<file path="src/rtl/des_decrypt_key_schedule.sv">
// DES key schedule for decryption: emits K16 down to K1, one subkey per
// valid/ready transfer, by rotating the PC-1 halves right.
module des_decrypt_key_schedule (
   input  logic        clk,
   input  logic        reset,
   input  logic        start,
   input  logic [63:0] key_in,
   input  logic        subkey_ready,
   output logic [47:0] subkey_out,
   output logic        subkey_valid,
   output logic [3:0]  subkey_num,
   output logic        busy,
   output logic        done
);

   typedef enum logic {IDLE = 1'b0, EMIT = 1'b1} state_t;

   state_t      state;
   logic [27:0] c;
   logic [27:0] d;
   logic        rot_one;

   // Table entries are FIPS bit numbers; FIPS bit 1 is the MSB of each vector.
   localparam int PC1_TAB [56] = '{
      57, 49, 41, 33, 25, 17,  9,  1, 58, 50, 42, 34, 26, 18,
      10,  2, 59, 51, 43, 35, 27, 19, 11,  3, 60, 52, 44, 36,
      63, 55, 47, 39, 31, 23, 15,  7, 62, 54, 46, 38, 30, 22,
      14,  6, 61, 53, 45, 37, 29, 21, 13,  5, 28, 20, 12,  4
   };

   localparam int PC2_TAB [48] = '{
      14, 17, 11, 24,  1,  5,  3, 28, 15,  6, 21, 10,
      23, 19, 12,  4, 26,  8, 16,  7, 27, 20, 13,  2,
      41, 52, 31, 37, 47, 55, 30, 40, 51, 45, 33, 48,
      44, 49, 39, 56, 34, 53, 46, 42, 50, 36, 29, 32
   };

   function automatic logic [55:0] pc1(input logic [63:0] k);
      logic [55:0] r;
      logic [5:0]  src;
      logic [5:0]  dst;
      r = '0;
      for (int i = 0; i < 56; i++) begin
         src    = 6'(64 - PC1_TAB[i]);
         dst    = 6'(55 - i);
         r[dst] = k[src];
      end
      return r;
   endfunction

   function automatic logic [47:0] pc2(input logic [55:0] cd);
      logic [47:0] r;
      logic [5:0]  src;
      logic [5:0]  dst;
      r = '0;
      for (int i = 0; i < 48; i++) begin
         src    = 6'(56 - PC2_TAB[i]);
         dst    = 6'(47 - i);
         r[dst] = cd[src];
      end
      return r;
   endfunction

   // Single-step moves are K16->K15, K9->K8 and K2->K1; every other step is two.
   assign rot_one = (subkey_num == 4'd15) || (subkey_num == 4'd8) || (subkey_num == 4'd1);

   always_ff @(posedge clk) begin
      if (reset) begin
         state      <= IDLE;
         c          <= '0;
         d          <= '0;
         subkey_num <= 4'd0;
         done       <= 1'b0;
      end else begin
         done <= 1'b0;
         case (state)
            IDLE: begin
               if (start) begin
                  {c, d}     <= pc1(key_in);
                  subkey_num <= 4'd15;
                  state      <= EMIT;
               end
            end
            EMIT: begin
               if (subkey_ready) begin
                  if (subkey_num == 4'd0) begin
                     state <= IDLE;
                     done  <= 1'b1;
                  end else begin
                     c          <= rot_one ? {c[0], c[27:1]} : {c[1:0], c[27:2]};
                     d          <= rot_one ? {d[0], d[27:1]} : {d[1:0], d[27:2]};
                     subkey_num <= subkey_num - 4'd1;
                  end
               end
            end
            default: state <= IDLE;
         endcase
      end
   end

   // Valid/ready: a subkey transfers on any cycle where subkey_valid and
   // subkey_ready are both high; otherwise every output holds.
   assign subkey_valid = (state == EMIT);
   assign busy         = (state == EMIT);
   assign subkey_out   = pc2({c, d});

endmodule

</file>
<file path="config.mk">
export PLATFORM = sky130hd
export DESIGN_NAME = des_decrypt_key_schedule
export DESIGN_NICKNAME = d
export VERILOG_FILES = /design/src/rtl/des_decrypt_key_schedule.sv
export SDC_FILE = /design/constraint.sdc
export NUM_CORES = 1
export LEC_CHECK = 0
export BUFFER_PORTS_ARGS = -buffer_cell sky130_fd_sc_hd__buf_2
export CORE_UTILIZATION = 40
export CTS_BUF_LIST = sky130_fd_sc_hd__clkbuf_16
export DETAILED_ROUTE_END_ITERATION = 10
export PLACE_DENSITY_LB_ADDON = 0.05
export SYNTH_ARGS = -nofsm -noshare
export SYNTH_HDL_FRONTEND = slang
export SYNTH_SLANG_ARGS = --single-unit
</file>
<file path="constraint.sdc">
create_clock -name clk -period 3.7 [get_ports clk]
set_input_delay 0.185 -clock clk [delete_from_list [all_inputs] [get_ports clk]]
set_output_delay 0.185 -clock clk [all_outputs]
set_load 0.01 [all_outputs]
</file>
==> results of run 1 <==
[worst max-delay path, stage by stage, from the launching register on]
cell	delay [ns]
dfxtp_1	0.43
inv_1	0.07
ha_1	0.24
mux2_2	0.30
a21oi_4	0.52
buf_12	0.37
mux2i_1	0.22
o21ai_0	0.08
[cell families after synthesis]
logic type / after synthesis / share of synthesized area
multiplexers: 57 / 0.176
buffers and inverters: 76 / 0.166
flip-flops: 62 / 0.382
AO/OA/AOI/OAI: 119 / 0.230
adder cells (fa/ha/maj): 3 / 0.0115
XOR/XNOR: 3 / 0.00808
AND/OR/NAND/NOR: 15 / 0.0269
[layout make-up]
class / count / area, um^2
fill: 778 / 4010
clock buffer: 9 / 225
timing repair buffer: 118 / 613
sequential: 62 / 1240
tap: 102 / 128
multi-input combinational: 197 / 1500
clock inverter: 7 / 80.1
inverter: 2 / 7.51
[state kept, by name (all words and copies together), names as in the netlist]
name / count
c: 28
subkey_num: 4
done: 1
busy: 1
d: 28
[how the worst max path moves through the flow]
stage / endpoint / depth (start not counted)
after floorplan: c[16]$_SDFFE_PP0P_ / 8
after global placement: d[3]$_SDFFE_PP0P_ / 7
after detailed placement: d[3]$_SDFFE_PP0P_ / 7
after CTS: c[23]$_SDFFE_PP0P_ / 7
after global routing: c[16]$_SDFFE_PP0P_ / 7
final: c[14]$_SDFFE_PP0P_ / 7
[per-stage QoR]
step	setup slack, ns	total power (uW)	std cells	hold WS, ns	instance area [um^2]
2_1_floorplan	1.82	1090	335	0.329	3250
3_3_place_gp	1.29	1150	481	0.418	3490
3_5_place_dp	1.28	1150	481	0.423	3490
4_1_cts	1.27	2020	497	0.0870	3800
5_1_grt	1.07	2090	497	0.101	3800
6_report	1.26	1990	497	0.0918	3800
[cell usage in the layout, fill, tap and decap left out, types with 3 or more instances in the layout]
cell type and instances:
nor3_1 3, inv_1 3, o21ai_1 10, buf_4 3, mux2i_1 56, dfxtp_1 62
clkbuf_16 9, a22oi_1 56, clkinv_1 3, o21ai_0 46, a21oi_1 3, ha_1 3
buf_2 114
[power groups by stage]
stage                     Sequential [uW]  Clock [uW]  Combinational, uW
after CTS                             780         883                358
after detailed placement              793           0                357
after global placement                793           0                356
after global routing                  788         911                390
after floorplan                       780           0                306
final                                 780         855                354
[cell usage after synthesis]
library cell / count / area (um^2)
or3b_4: 1 / 11.3
a21oi_1: 4 / 20.0
xnor2_1: 2 / 17.5
mux2_2: 1 / 11.3
or3_1: 2 / 12.5
buf_2: 2 / 10.0
nand2_1: 1 / 3.75
nor2b_1: 1 / 6.26
xor2_1: 1 / 8.76
buf_6: 8 / 90.1
dfxtp_1: 62 / 1240
mux2i_1: 56 / 561
nand4_1: 1 / 6.26
ha_1: 3 / 37.5
a22oi_1: 56 / 420
nor2_1: 3 / 11.3
nor3b_1: 2 / 15.0
o21ai_0: 46 / 230
o22ai_1: 1 / 6.26
buf_4: 51 / 383
a311oi_2: 1 / 15.0
o21ai_1: 10 / 50.1
inv_1: 2 / 7.51
clkbuf_1: 13 / 48.8
nand2b_1: 1 / 6.26
a211oi_1: 1 / 7.51
nor3_1: 3 / 15.0
[layer usage]
layer  share of wire  wire length [um]
met5          0.0016                12
met4           0.018               130
met3           0.078               581
met2            0.43              3190
met1            0.47              3490
==> metrics, run 1 <==
Row Count 32; met1 usage 0.230; Starting Density 0.417; PD cells between 500 and 600 nW/um^2; worst reg2reg path endpoint c[14]$_SDFFE_PP0P_; CTS tree built; final core utilization 0.487; Vias between 2000 and 3000; RSZ-0062 raised after global routing false; Num CTS Buffers 9; Net Sw Frac 0.261; Final Max Tran Viols 0; # DRC 0; CP Max Fanout 44; total core area about 8000 um^2; Clock Pin Slew Worst Setup and Hold Paths approximately 0.05 ns; Hold Path Origin key_in[59]; Yosys cell types 27; drt first pass iters 4; Leak between 0.0015 and 0.002 uW; Tightest Pin Transition just over 0.9 ns; GPL Wtd Cong 0.795; Reg2Reg Setup Slack around 1.3 ns; clock root cell clkbuf_16; layout net count roughly 460; Worst slew margin 0.395; Worst EP arrival about 2.6 ns; share of cells above drive strength 1 0.344; Syn Area/Cell approximately 10 um^2; Gate Count Post-Synth 335; Setup CP Type reg -> reg; setup violators final 0; CTS resizes 0; final wirelength ~7400 um; Seq cells post-synth just over 60; vias in the first global route around 2500; CP startpoint subkey_num[0]$_SDFFE_PP0P_; Die ar. approximately 8500 um^2; Tcrit/Tclk final 0.659; Vias/cell 5.32; switching power 519 uW; Routed WL per cell 14.9 um; Worst EP required 3.86 ns; Min-Delay Path Depth 3; CTS H-Tree Depth 3; P&R area growth vs syn 16.8%; met2 Track Usage GR 0.277; worst hold path type in -> reg; FMAX 0.410 GHz; Netlist Area Pre-Place approximately 3300 um^2; Max-cap violations 0; Sink Count 62; GR peak layer met2; FF-to-FF Start subkey_num[0]$_SDFFE_PP0P_; grt ovf 0; initial DRC count 65; Sum Neg Setup Slack 0 ns; Worst-Skew Late Latency about 0.32 ns; Die W around 90 um; gr usage total 0.180; Clock Path Buffers 2; cts hold-fix bufs 0; Pint between 1000 and 1500 uW; Post-CTS Setup Inserts 0; Worst Setup End Kind flop; WHS Endpoint d[4]$_SDFFE_PP0P_; remaining antenna violation count 0; Post-Syn Nets 406; outcome complete, no violations; post-layout min period around 2.4 ns; CP Launch Type flop; initial antenna violation count 1; io pins about 120; PortBufs 114; antenna cells 0; largest net degree at the start of global routing 57; clock skew just under 0.005 ns; maximum vdd drop ~240 uV; register area share after synthesis 0.382; HPWL Detailed 4840 um; GR Util met3 0.0556; first-pass GRT wire length approximately 12000 um; worst reg2reg path depth 7; combinational power share 0.178; Die Ht between 90 and 100 um; sequential power share 0.392; synth warn 0; Final Hold Fails 0; Clk network pwr share 0.430
Power figures use the tool's default switching activity.
==> run 2: changes to the inputs <==
ABC_AREA = 1   (was unset)
clock period = 2.34 ns   (was 3.7 ns; I/O delays follow)
==> run 2 against run 1 <==
Effect of this change:
- sequential share of layout area decreased by 7.4 points
- design area increased by 29%
- via count increased by 60%
- non-clock buffer count increased by 7
- first-iteration DRC count increased to 4.0 times the previous value
- setup slack got worse by 0.78 ns
- critical endpoint is now c[27]$_SDFFE_PP0P_
==> metrics, run 2 <==
outcome complete, no violations (unchanged); antenna cells 0 (unchanged); CTS resizes 0 (unchanged); WHS Endpoint done$_SDFF_PP0_ (was d[4]$_SDFFE_PP0P_); initial DRC count 257 (was 65); remaining antenna violation count 0 (unchanged); maximum vdd drop 349 uV (was 241 uV); Netlist Area Pre-Place 4390 um^2 (was 3250 um^2); biggest registers after layout c (28), d (28), subkey_num (4) (unchanged); Worst-Skew Late Latency 0.33 ns (was 0.32 ns); Row Count 37 (was 32); clock skew 0.00967 ns (was 0.00487 ns); most common cell in the netlist nand2_1 (was dfxtp_1); worst reg2reg path depth 9 (was 7); total core area 10500 um^2 (was 7810 um^2); RSZ-0062 raised after global routing false (unchanged); CTS H-Tree Depth 3 (unchanged); leading area contributor after synthesis dfxtp_1 (unchanged); PD cells 685 nW/um^2 (was 524 nW/um^2); placed cell areas 4660 um^2 (was 3490 um^2); PortBufs 114 (unchanged); commonest non-fill, non-tap cell in the layout nand2_1 (was buf_2); Main synth FF type dfxtp_1 (unchanged); worst reg2reg path endpoint c[27]$_SDFFE_PP0P_ (was c[14]$_SDFFE_PP0P_); Syn Area/Cell 6.18 um^2 (was 9.71 um^2); synth top area cells dfxtp_1 28%, nand3_1 18%, nand2_1 15% (was dfxtp_1 38%, mux2i_1 17%, a22oi_1 13%); Gate Count Post-Synth 711 (was 335); synth warn 0 (unchanged); Die ar. 11400 um^2 (was 8500 um^2); Tightest Pin Transition 0.618 ns (was 0.907 ns); Die W 107 um (was 92.2 um); drt first pass iters 5 (was 4); io pins 123 (unchanged); design area 4910 um^2 (was 3800 um^2); top cells by count, synth 181 x nand2_1, 161 x nand3_1, 97 x inv_1 (was 62 x dfxtp_1, 56 x a22oi_1, 56 x mux2i_1); Clock Pin Slew Worst Setup and Hold Paths 0.05 ns (about the same); final wirelength 11100 um (was 7400 um); setup violators final 0 (unchanged); number of flops mapped to enable cells by yosys 0 (unchanged); asr flop ratio synth 0 (unchanged); Min-Delay Path Depth 3 (unchanged); Sum Neg Setup Slack 0 ns (unchanged); FF-to-FF Start subkey_num[0]$_SDFFE_PP0P_ (unchanged); share of cells above drive strength 1 0.249 (was 0.344); CP Launch Type flop (unchanged); HPWL Detailed 6920 um (was 4840 um); Final Hold Fails 0 (unchanged); Reg2Reg Setup Slack 0.48 ns (was 1.26 ns); Starting Density 0.420 (was 0.417); Yosys cell types 24 (was 27); Post-Syn Nets 782 (was 406); Hold Path Origin subkey_ready (was key_in[59]); gr usage total 0.201 (was 0.180); Die Ht 107 um (was 92.2 um); cts hold-fix bufs 0 (unchanged); post-synth top area share 0.283 (was 0.382); Vias/cell 4.76 (was 5.32); Total Power 3360 uW (was 1990 uW); final core utilization 0.469 (was 0.487); layout net count 820 (was 461); vias in the first global route 3928 (was 2477); post-layout min period 1.86 ns (was 2.44 ns); CTS tree built (unchanged); Final Max Tran Viols 0 (unchanged); register area share after synthesis 0.283 (was 0.382); Worst EP arrival 2.03 ns (was 2.60 ns); Worst Setup End Kind flop (unchanged); Num CTS Buffers 9 (unchanged); FMAX 0.539 GHz (was 0.410 GHz); # DRC 0 (unchanged); number of fillers in the final layout 1169 (was 778); Post-CTS Setup Inserts 0 (unchanged); P&R area growth vs syn 11.8% (was 16.8%); Worst EP required 2.52 ns (was 3.86 ns); Clock Path Buffers 2 (unchanged); Vias 4223 (was 2642); GPL Wtd Cong 0.794 (was 0.795); grt ovf 0 (unchanged); clock root cell clkbuf_16 (unchanged); commonest non-fill, non-tap cells in the layout 179 x nand2_1, 161 x nand3_1, 114 x buf_2, 98 x inv_1, 62 x dfxtp_1 (was 114 x buf_2, 62 x dfxtp_1, 56 x mux2i_1, 56 x a22oi_1, 46 x o21ai_0); Worst slew margin 0.588 (was 0.395); initial antenna violation count 0 (was 1); CP Max Fanout 56 (was 44); Setup CP Type reg -> reg (unchanged); Tcrit/Tclk final 0.793 (was 0.659); Max-cap violations 0 (unchanged); Sink Count 62 (unchanged); largest net degree at the start of global routing 59 (was 57); Routed WL per cell 12.5 um (was 14.9 um); Leak 0.00257 uW (was 0.00186 uW); first-pass GRT wire length 18600 um (was 12000 um); Seq cells post-synth 62 (unchanged); worst hold path type in -> reg (unchanged)
==> run 2: cell type report <==
| class | count | area, um^2 | area share |
|---|---|---|---|
| repair buffers | 125 | 741 | 0.151 |
| well taps | 136 | 170 | 0.0347 |
| multi-input cells | 429 | 2050 | 0.418 |
| flip-flops and latches | 62 | 1240 | 0.253 |
| clock buffers | 9 | 225 | 0.0459 |
| clock inverters | 5 | 20.0 | 0.00408 |
| inverters | 122 | 458 | 0.0933 |
==> run 2: cell families (layout without fill, tap and decap cells) <==
group,after synthesis,in the layout,share of synthesized area
AND/OR/NAND/NOR,364,364,0.377
buffers and inverters,220,261,0.252
AO/OA/AOI/OAI,62,62,0.0792
flip-flops,62,62,0.283
adder cells (fa/ha/maj),3,3,0.00855
==> run 2: worst max path at each step <==
stage / start / end / slack, ns / cells past startpoint
finish: subkey_num[0]$_SDFFE_PP0P_ / c[27]$_SDFFE_PP0P_ / 0.48 / 9
CTS: subkey_num[0]$_SDFFE_PP0P_ / c[27]$_SDFFE_PP0P_ / 0.48 / 9
floorplan: subkey_num[0]$_SDFFE_PP0P_ / d[10]$_SDFFE_PP0P_ / 0.72 / 10
detailed placement: subkey_num[0]$_SDFFE_PP0P_ / c[27]$_SDFFE_PP0P_ / 0.51 / 9
global placement: subkey_num[0]$_SDFFE_PP0P_ / c[11]$_SDFFE_PP0P_ / 0.53 / 9
global route: subkey_num[0]$_SDFFE_PP0P_ / c[15]$_SDFFE_PP0P_ / 0.30 / 9
==> run 2: metal layers <==
layer  global-route usage  up-vias  share of wire
met4               0.0558        0         0.0072
met1                0.275     1892           0.51
met2                0.324       87           0.44
met3               0.0365        9          0.041
li1                     -     2235              -
met5                    0        -              0
==> run 2: where the power goes <==
| group | total, uW | internal [uW] | switching, uW |
|---|---|---|---|
| Combinational | 1000 | 376 | 627 |
| Clock | 1140 | 686 | 451 |
| Sequential | 1220 | 1150 | 75.0 |
| Total | 3360 | 2210 | 1150 |
==> run 2: per-stage QoR <==
step / setup WS, ns / hold slack [ns] / instances
5_1_grt: 0.302 / 0.110 / 888
3_3_place_gp: 0.527 / 0.415 / 874
3_5_place_dp: 0.506 / 0.421 / 874
4_1_cts: 0.482 / 0.0824 / 888
6_report: 0.484 / 0.0914 / 888
2_1_floorplan: 0.723 / 0.296 / 711
==> run 2: critical path: stages, from the launching register on <==
cell and delay, ns:
dfxtp_1 0.38, inv_1 0.11, ha_1 0.25, nand2_2 0.09, nand3_2 0.20, nand2_2 0.15, buf_12 0.25, nand2_1 0.11
nand3_1 0.08, a21oi_1 0.07
